--- src/rtl/multicycle_controller_if.sv ---
// rtl/multicycle_controller_if.sv - instruction fields in, datapath controls out, for the multicycle controller
interface multicycle_controller_if;
    logic [6:0] op;
    logic [2:0] funct3;
    logic       funct7b5;
    logic       Zero;
    logic       MemReady;

    logic       PCWrite;
    logic       AdrSrc;
    logic       MemWrite;
    logic       IRWrite;
    logic       RegWrite;
    logic [1:0] ResultSrc;
    logic [1:0] ALUSrcA;
    logic [1:0] ALUSrcB;
    logic [2:0] ImmSrc;
    logic [3:0] ALUControl;
    logic       Illegal;
    logic [3:0] State;

    modport master (
        input  op, funct3, funct7b5, Zero, MemReady,
        output PCWrite, AdrSrc, MemWrite, IRWrite, RegWrite,
        output ResultSrc, ALUSrcA, ALUSrcB, ImmSrc, ALUControl, Illegal, State
    );

    modport slave (
        output op, funct3, funct7b5, Zero, MemReady,
        input  PCWrite, AdrSrc, MemWrite, IRWrite, RegWrite,
        input  ResultSrc, ALUSrcA, ALUSrcB, ImmSrc, ALUControl, Illegal, State
    );
endinterface

--- src/rtl/multicycle_controller.sv ---
// rtl/multicycle_controller.sv - Moore sequencer driving the shared-ALU multicycle RV32I datapath
module multicycle_controller (
    input  logic                    clk,
    input  logic                    reset,
    multicycle_controller_if.master bus
);

    localparam logic [6:0] OP_LOAD   = 7'b0000011;
    localparam logic [6:0] OP_STORE  = 7'b0100011;
    localparam logic [6:0] OP_RTYPE  = 7'b0110011;
    localparam logic [6:0] OP_ITYPE  = 7'b0010011;
    localparam logic [6:0] OP_BRANCH = 7'b1100011;
    localparam logic [6:0] OP_JAL    = 7'b1101111;
    localparam logic [6:0] OP_JALR   = 7'b1100111;
    localparam logic [6:0] OP_LUI    = 7'b0110111;
    localparam logic [6:0] OP_AUIPC  = 7'b0010111;

    localparam logic [3:0] ALU_ADD = 4'b0000;
    localparam logic [3:0] ALU_SUB = 4'b0001;

    typedef enum logic [3:0] {
        S_FETCH    = 4'd0,
        S_DECODE   = 4'd1,
        S_MEMADR   = 4'd2,
        S_MEMREAD  = 4'd3,
        S_MEMWB    = 4'd4,
        S_MEMWRITE = 4'd5,
        S_EXECR    = 4'd6,
        S_ALUWB    = 4'd7,
        S_EXECI    = 4'd8,
        S_JAL      = 4'd9,
        S_BRANCH   = 4'd10,
        S_UPPER    = 4'd11,
        S_JALR     = 4'd12,
        S_JALRPC   = 4'd13,
        S_TRAP     = 4'd15
    } state_t;

    state_t state, state_next;

    logic       pc_write;
    logic       adr_src;
    logic       mem_write;
    logic       ir_write;
    logic       reg_write;
    logic [1:0] result_src;
    logic [1:0] alu_src_a;
    logic [1:0] alu_src_b;
    logic [2:0] imm_src;
    logic [3:0] alu_control;
    logic       illegal;
    logic [3:0] funct_alu;

    always_ff @(posedge clk or posedge reset) begin
        if (reset) begin
            state <= S_FETCH;
        end else begin
            state <= state_next;
        end
    end

    // ALU word shared by EXECR and EXECI; only R-type (op[5]=1) may select sub
    always_comb begin
        funct_alu = ALU_ADD;
        case (bus.funct3)
            3'b000:  funct_alu = (bus.funct7b5 && bus.op[5]) ? ALU_SUB : ALU_ADD;
            3'b001:  funct_alu = 4'b1010;
            3'b010:  funct_alu = 4'b0101;
            3'b011:  funct_alu = 4'b0110;
            3'b100:  funct_alu = 4'b0100;
            3'b101:  funct_alu = bus.funct7b5 ? 4'b1011 : 4'b1100;
            3'b110:  funct_alu = 4'b0011;
            default: funct_alu = 4'b0010;
        endcase
    end

    always_comb begin
        imm_src = 3'b000;
        case (bus.op)
            OP_STORE:         imm_src = 3'b001;
            OP_BRANCH:        imm_src = 3'b010;
            OP_JAL:           imm_src = 3'b011;
            OP_LUI, OP_AUIPC: imm_src = 3'b100;
            default:          imm_src = 3'b000;
        endcase
    end

    always_comb begin
        state_next  = S_FETCH;
        pc_write    = 1'b0;
        adr_src     = 1'b0;
        mem_write   = 1'b0;
        ir_write    = 1'b0;
        reg_write   = 1'b0;
        result_src  = 2'b00;
        alu_src_a   = 2'b00;
        alu_src_b   = 2'b00;
        alu_control = ALU_ADD;
        illegal     = 1'b0;
        case (state)
            S_FETCH: begin
                alu_src_b  = 2'b10;
                result_src = 2'b10;
                ir_write   = bus.MemReady;
                pc_write   = bus.MemReady;
                state_next = bus.MemReady ? S_DECODE : S_FETCH;
            end
            S_DECODE: begin
                // ALUOut captures OldPC+imm for branch and jal targets
                alu_src_a = 2'b01;
                alu_src_b = 2'b01;
                case (bus.op)
                    OP_LOAD, OP_STORE: state_next = S_MEMADR;
                    OP_RTYPE:          state_next = S_EXECR;
                    OP_ITYPE:          state_next = S_EXECI;
                    OP_BRANCH:         state_next = S_BRANCH;
                    OP_JAL:            state_next = S_JAL;
                    OP_JALR:           state_next = S_JALR;
                    OP_LUI, OP_AUIPC:  state_next = S_UPPER;
                    default:           state_next = S_TRAP;
                endcase
            end
            S_MEMADR: begin
                alu_src_a  = 2'b10;
                alu_src_b  = 2'b01;
                state_next = bus.op[5] ? S_MEMWRITE : S_MEMREAD;
            end
            S_MEMREAD: begin
                adr_src    = 1'b1;
                state_next = bus.MemReady ? S_MEMWB : S_MEMREAD;
            end
            S_MEMWB: begin
                result_src = 2'b01;
                reg_write  = 1'b1;
                state_next = S_FETCH;
            end
            S_MEMWRITE: begin
                adr_src    = 1'b1;
                mem_write  = 1'b1;
                state_next = bus.MemReady ? S_FETCH : S_MEMWRITE;
            end
            S_EXECR: begin
                alu_src_a   = 2'b10;
                alu_src_b   = 2'b00;
                alu_control = funct_alu;
                state_next  = S_ALUWB;
            end
            S_EXECI: begin
                alu_src_a   = 2'b10;
                alu_src_b   = 2'b01;
                alu_control = funct_alu;
                state_next  = S_ALUWB;
            end
            S_ALUWB: begin
                result_src = 2'b00;
                reg_write  = 1'b1;
                state_next = S_FETCH;
            end
            S_BRANCH: begin
                alu_src_a   = 2'b10;
                alu_src_b   = 2'b00;
                alu_control = ALU_SUB;
                result_src  = 2'b00;
                case (bus.funct3)
                    3'b000:  pc_write = bus.Zero;
                    3'b001:  pc_write = ~bus.Zero;
                    default: pc_write = 1'b0;
                endcase
                state_next = S_FETCH;
            end
            S_JAL: begin
                // PC takes the DECODE target while the ALU forms the link value
                alu_src_a  = 2'b01;
                alu_src_b  = 2'b10;
                result_src = 2'b00;
                pc_write   = 1'b1;
                state_next = S_ALUWB;
            end
            S_JALR: begin
                alu_src_a  = 2'b10;
                alu_src_b  = 2'b01;
                result_src = 2'b11;
                reg_write  = 1'b1;
                state_next = S_JALRPC;
            end
            S_JALRPC: begin
                result_src = 2'b00;
                pc_write   = 1'b1;
                state_next = S_FETCH;
            end
            S_UPPER: begin
                alu_src_a   = 2'b01;
                alu_src_b   = 2'b01;
                alu_control = bus.op[5] ? 4'b1101 : 4'b1000;
                state_next  = S_ALUWB;
            end
            S_TRAP: begin
                illegal    = 1'b1;
                state_next = S_TRAP;
            end
            default: begin
                state_next = S_FETCH;
            end
        endcase
    end

    assign bus.PCWrite    = pc_write;
    assign bus.AdrSrc     = adr_src;
    assign bus.MemWrite   = mem_write;
    assign bus.IRWrite    = ir_write;
    assign bus.RegWrite   = reg_write;
    assign bus.ResultSrc  = result_src;
    assign bus.ALUSrcA    = alu_src_a;
    assign bus.ALUSrcB    = alu_src_b;
    assign bus.ImmSrc     = imm_src;
    assign bus.ALUControl = alu_control;
    assign bus.Illegal    = illegal;
    assign bus.State      = state;

endmodule

--- src/flat_wrapper.sv ---
// flat-port wrapper written by rule: the top's interface ports become plain ports
module multicycle_controller_flat 
  (clk, reset, bus_op, bus_funct3, bus_funct7b5, bus_Zero, bus_MemReady, bus_PCWrite, bus_AdrSrc, bus_MemWrite, bus_IRWrite, bus_RegWrite, bus_ResultSrc, bus_ALUSrcA, bus_ALUSrcB, bus_ImmSrc, bus_ALUControl, bus_Illegal, bus_State);
  multicycle_controller_if bus_i ();
  input  logic clk;
  input  logic reset;
  input wire logic [$bits(bus_i.op)-1:0] bus_op;
  input wire logic [$bits(bus_i.funct3)-1:0] bus_funct3;
  input wire logic [$bits(bus_i.funct7b5)-1:0] bus_funct7b5;
  input wire logic [$bits(bus_i.Zero)-1:0] bus_Zero;
  input wire logic [$bits(bus_i.MemReady)-1:0] bus_MemReady;
  output wire logic [$bits(bus_i.PCWrite)-1:0] bus_PCWrite;
  output wire logic [$bits(bus_i.AdrSrc)-1:0] bus_AdrSrc;
  output wire logic [$bits(bus_i.MemWrite)-1:0] bus_MemWrite;
  output wire logic [$bits(bus_i.IRWrite)-1:0] bus_IRWrite;
  output wire logic [$bits(bus_i.RegWrite)-1:0] bus_RegWrite;
  output wire logic [$bits(bus_i.ResultSrc)-1:0] bus_ResultSrc;
  output wire logic [$bits(bus_i.ALUSrcA)-1:0] bus_ALUSrcA;
  output wire logic [$bits(bus_i.ALUSrcB)-1:0] bus_ALUSrcB;
  output wire logic [$bits(bus_i.ImmSrc)-1:0] bus_ImmSrc;
  output wire logic [$bits(bus_i.ALUControl)-1:0] bus_ALUControl;
  output wire logic [$bits(bus_i.Illegal)-1:0] bus_Illegal;
  output wire logic [$bits(bus_i.State)-1:0] bus_State;
  assign bus_i.op = bus_op;
  assign bus_i.funct3 = bus_funct3;
  assign bus_i.funct7b5 = bus_funct7b5;
  assign bus_i.Zero = bus_Zero;
  assign bus_i.MemReady = bus_MemReady;
  assign bus_PCWrite = bus_i.PCWrite;
  assign bus_AdrSrc = bus_i.AdrSrc;
  assign bus_MemWrite = bus_i.MemWrite;
  assign bus_IRWrite = bus_i.IRWrite;
  assign bus_RegWrite = bus_i.RegWrite;
  assign bus_ResultSrc = bus_i.ResultSrc;
  assign bus_ALUSrcA = bus_i.ALUSrcA;
  assign bus_ALUSrcB = bus_i.ALUSrcB;
  assign bus_ImmSrc = bus_i.ImmSrc;
  assign bus_ALUControl = bus_i.ALUControl;
  assign bus_Illegal = bus_i.Illegal;
  assign bus_State = bus_i.State;
  multicycle_controller u_core (.clk(clk), .reset(reset), .bus(bus_i));
endmodule
--- config.mk ---
export PLATFORM = sky130hd
export DESIGN_NAME = multicycle_controller_flat
export DESIGN_NICKNAME = d
export VERILOG_FILES = /design/src/rtl/multicycle_controller_if.sv /design/src/rtl/multicycle_controller.sv /design/src/flat_wrapper.sv
export SDC_FILE = /design/constraint.sdc
export NUM_CORES = 1
export LEC_CHECK = 0
export ABC_AREA = 1
export BUFFER_PORTS_ARGS = -buffer_cell sky130_fd_sc_hd__buf_2
export CAP_MARGIN = 15
export CORE_MARGIN = 2
export CORE_UTILIZATION = 47
export DETAILED_ROUTE_END_ITERATION = 10
export PLACE_DENSITY_LB_ADDON = 0.25
export REMOVE_ABC_BUFFERS = 1
export SYNTH_ARGS = -nofsm -noshare
export SYNTH_HDL_FRONTEND = slang
export SYNTH_SLANG_ARGS = --single-unit
--- constraint.sdc ---
create_clock -name clk -period 2.15 [get_ports clk]
set_clock_uncertainty 0.2 [all_clocks]
set_input_delay 0.215 -clock clk [delete_from_list [all_inputs] [get_ports clk]]
set_output_delay 0.215 -clock clk [all_outputs]
set_load 0.01 [all_outputs]
Yosys cells after proc, flatten, opt, wreduce, memory -nomap -nowiden
Index checks and enable logic that the tools add are counted.

word-level totals
  output and inout port bits = 23
  register bits = 4
  logic and storage cells = 67

cells by class
  reduce and logical (&&, ||, !) cells = 14
  bitwise operators = 1
  equality and inequality tests = 29
  mux-type cells = 22

operators with widths
  operator                                              number
  case mux 4 bit (7 select lines)                       2
  case mux 4 bit (8 select lines)                       1
  equality test 4 bit (second input constant)           7
  equality test 7 x 6 -> 1 bit (second input constant)  3
  equality test 7 bit (second input constant)           3
  equality test 4 x 3 -> 1 bit (second input constant)  4
  two-way mux 3 bit                                     5
  equality test 7 x 5 -> 1 bit (second input constant)  2
  case mux 3 bit (4 select lines)                       1
  case mux 4 bit (3 select lines)                       1
  OR reduction 2 bit                                    6
  OR reduction 5 bit                                    2
  equality test 3 bit (second input constant)           3
  equality test 4 x 2 -> 1 bit (second input constant)  2
  case mux 2 bit (2 select lines)                       2
  equality test 7 x 2 -> 1 bit (second input constant)  1
  two-way mux 1 bit                                     7
  equality test 3 x 2 -> 1 bit (second input constant)  2
  case mux 2 bit (3 select lines)                       1
  OR reduction 3 bit                                    2
  equality test 4 x 1 -> 1 bit (second input constant)  1
  logical NOT 4 bit                                     1
  OR reduction 4 bit                                    1
  equality test 3 x 1 -> 1 bit (second input constant)  1
  5 further kinds                                       5

Depth between registers and ports, before layout
  depth after elaboration = 4
  mapped depth = 9

Worst setup path after synthesis
OpenSTA, ideal clock, no wires.

  path kind = reg-to-output
  start = reg u_core.state[1] (netlist: u_core.bus.State[1])
  end = out bus_ALUControl[1]
  slack = 606 ps
  arrival time = 1129 ps
  required time = 1735 ps
  cell stages (with the launch flop) = 6
  cells stage by stage = dfrtp_1 > nor2_1 > nand2_1 > nand2_1 > inv_2 > nor3_1

between the ends
  word-level cells in the longest chain between the ends = 3
  elaborated cells on any way between the ends = 6

ends and longest elaborated chain
  what                                                                 line                          text
  start, declared                                                      multicycle_controller.sv:39   state_t state, state_next;
  start signal, assigned                                               multicycle_controller.sv:58   state <= state_next;
  equality test 4 x 3 -> 1 bit or equality test 4 bit (tied branches)  multicycle_controller.sv:100  case (state)
  OR reduction 2 bit (no line)                                         n/a
  case mux 4 bit (3 select lines) (*)                                  multicycle_controller.sv:100
  end, declared                                                        flat_wrapper.sv:21            output wire logic [$bits(bus_i.ALUControl)-1:0] bus_ALUControl;

Mark *: on every way between the ends. The rest lies on a longest branch, timed or not.

Worst setup path after layout
  start = reg u_core.state[1] (netlist: u_core.bus.State[1])
  end = out bus_ALUControl[3]

The elaborated chain is that of the path after synthesis.

==> results.toml <==
[power]
switching_power_summed_over_all_nets_mw = 0.573
power_density_nw_per_um2 = 1100
p_leak_nw = 0.580
swShare = 0.564
sequentialPowerShare = 0.159
ir_drop_v = 0.000948
p_clk_frac = 0.092
power.internal_mw = 0.443
power.total_mw = 1.02
combinationalPowerShare = 0.749

[logic_synthesis]
postSynthAreaPerCell_um2 = 5.35
syn_area_um2 = 691
cell_with_the_most_instances_after_synthesis = "nand2_1"
post-synth-top-area-cell = "nand2_1"
ys_seq_elements = 4
synth_commonest_cells = "nand2_1, inv_1, nor2_1"
synth_seq_area_share = 0.145
synth_edf_count = 0
netlist_top_cells_area = "nand2_1, dfrtp_1, inv_1"
netlist-cell-type-count = 24
postSynthCellCount = 129
yosys_warnings = 0
synth_top_flop_cell = "dfrtp_1"
async_flop_share = 1.00
yosys.area.top_type_share = 0.217

[worst_setup_path]
crit_path_start_kind = "flip-flop"
regToRegStartpoint = "u_core.bus.State[1]"
critPathMaxFanout = 6
reg2reg_path_depth = 6
worst_r2r_endpoint = "u_core.bus.State[0]"
crit_path_end_kind = "output port"
critical_path.startpoint = "u_core.bus.State[1]"
reg2reg_slack_ps = 620
critPathArrivalTime_ps = 1500
setup.worst_path.class = "flip-flop to output port"
crit_required_ps = 1740
last_element_of_the_critical_path = "bus_ALUControl[3]"

[cts]
post_cts.resized_instances = 0
clock_path_buffers = 2
clockRootBuffer = "clkbuf_4"
depth_of_the_cts_h_tree = 1
clock_sinks = 4
cts_tree = "yes"
cts_setup_buffers = 0
clk_pin_slew_worst_paths_ps = 40
clock_insertion_delay_worst_skew_ps = 240
numCtsBuffers = 3

[cells_and_area]
non_filler_cell_area_final_um2 = 920
layout-drive-gt1-share = 0.367
final_net_count = 186
final-instance-count-excl-fill = 184
syn2layout_area_growth_pct = 33.2
diodes = 0
largest_reg_flops = 4

[die]
floorplan.die.width_um = 42.3
die-area_um2 = 1790
die_height_um = 42.3
pin_count = 38
floorplan.rows = 13
floorplan.initialDensity = 0.518
floorplan_core_area_um2 = 1330

[global_route]
global_route_wire_length_before_repair_mm = 3.19
antenna_found_initial = 0
grt_max_degree = 9
grt_util_all_layers = 0.225
globalRoute.totalOverflow = 0
grt_pass1_vias = 782

[placed_design]
postPlaceCellArea_um2 = 887
place.gp.congestion = 0.929
placedCellCount = 180
sum_of_net_half_perimeters_after_detailed_placement_mm = 1.66
placement.io_buffers = 37

[timing]
max_slew_margin = 0.790
setup_viol = 0
final_min_period_over_clock_period = 0.892
rsz0062_at_grt = "no"
min_period_ps = 1920
slew_violations = 0
max_freq_mhz = 521
hold-worst-slack_ps = 177
finalSetupTns_ps = 0
tightestPinTransition_ps = 311
number_of_failing_hold_endpoints_at_the_final_stage = 0

[run]
cap_violations = 0

[outcome]
result_of_the_run = "completed"

[detailed_routing]
detail_route.wirelength_mm = 2.02
ant_nets = 0
drt_pre_antenna_iters = 4
detail_route.wl_per_cell_um = 11.0
vias_per_cell = 5.05
detailedRoute.firstIterationViolations = 47
drc_errors = 0
dr_total_vias = 930

[hold_path]
hold-path-cell-count = 5
hold_path_class = "primary input to flip-flop"
layout by cell type (no fill, tap or decap), drive strengths merged:
cell type	count
nand2	42
buf	37
inv	27
nor2	24
o21ai	9
nand3	4
a21oi	4
dfrtp	4
nand4	3
clkbuf	3
nor3	3
o22ai	2
o41ai	1
a22oi	1
o31ai	1
o2111ai	1
o211ai	1
o311ai	1
dlygate4sd3	1
cell type report:
class                   count  area [um^2]
flip-flops and latches      4          100
clock buffers               3         22.5
well taps                  15         18.8
multi-input cells          97          482
inverters                  27          101
fillers                   120          414
repair buffers             38          195
cells by family after synthesis:
| kind of cell | count (synthesis) | synth area share |
|---|---|---|
| flops | 4 | 0.145 |
| compound gates | 21 | 0.196 |
| simple gates | 76 | 0.502 |
| buf+inv | 28 | 0.158 |
stage by stage:
step / utilization / setup WS (ps)
after floorplan: - / 606
after global placement: 0.665 / 536
after detailed placement: 0.665 / 500
after CTS: 0.689 / 243
after global routing: 0.689 / 102
final: 0.689 / 232
worst max-delay path: stages, from the launching register on:
cell and delay, ps:
dfrtp_1 410, nor2_1 240, nand2_1 100, nand2_1 110, inv_2 70, o31ai_2 170, buf_2 160
power groups by stage:
stage                     clock (mW)  combinational (mW)  sequential [mW]
after floorplan                    0               0.477            0.174
after global placement             0               0.742            0.159
after global routing           0.106               0.842            0.169
final                         0.0938               0.761            0.162
after detailed placement           0               0.751            0.162
after CTS                     0.0986               0.755            0.160
what timing repair did:
action                                  in CTS  in global routing
hold buffers                                 1                  0
endpoints found under the setup margin       0                  0
hold endpoints to repair                     4                  0
how the worst min path moves through the flow:
stage                  from             endpoint  slack [ps]
2_1_floorplan         reset  u_core.bus.State[0]        -220
3_3_place_gp          reset  u_core.bus.State[0]        -110
3_5_place_dp          reset  u_core.bus.State[0]        -100
4_1_cts        bus_MemReady  u_core.bus.State[0]         170
5_1_grt               reset  u_core.bus.State[1]         210
6_report       bus_MemReady  u_core.bus.State[0]         180
layer usage:
metal | vias up | global-route usage | routed length [um]
met1 | 392 | 0.301 | 904
met3 | 0 | 0.0172 | 148
met5 | - | 0 | 0
met4 | 0 | 0.0938 | 0
met2 | 47 | 0.369 | 970
li1 | 491 | - | -
No activity file was read; power rests on OpenSTA's default activity.
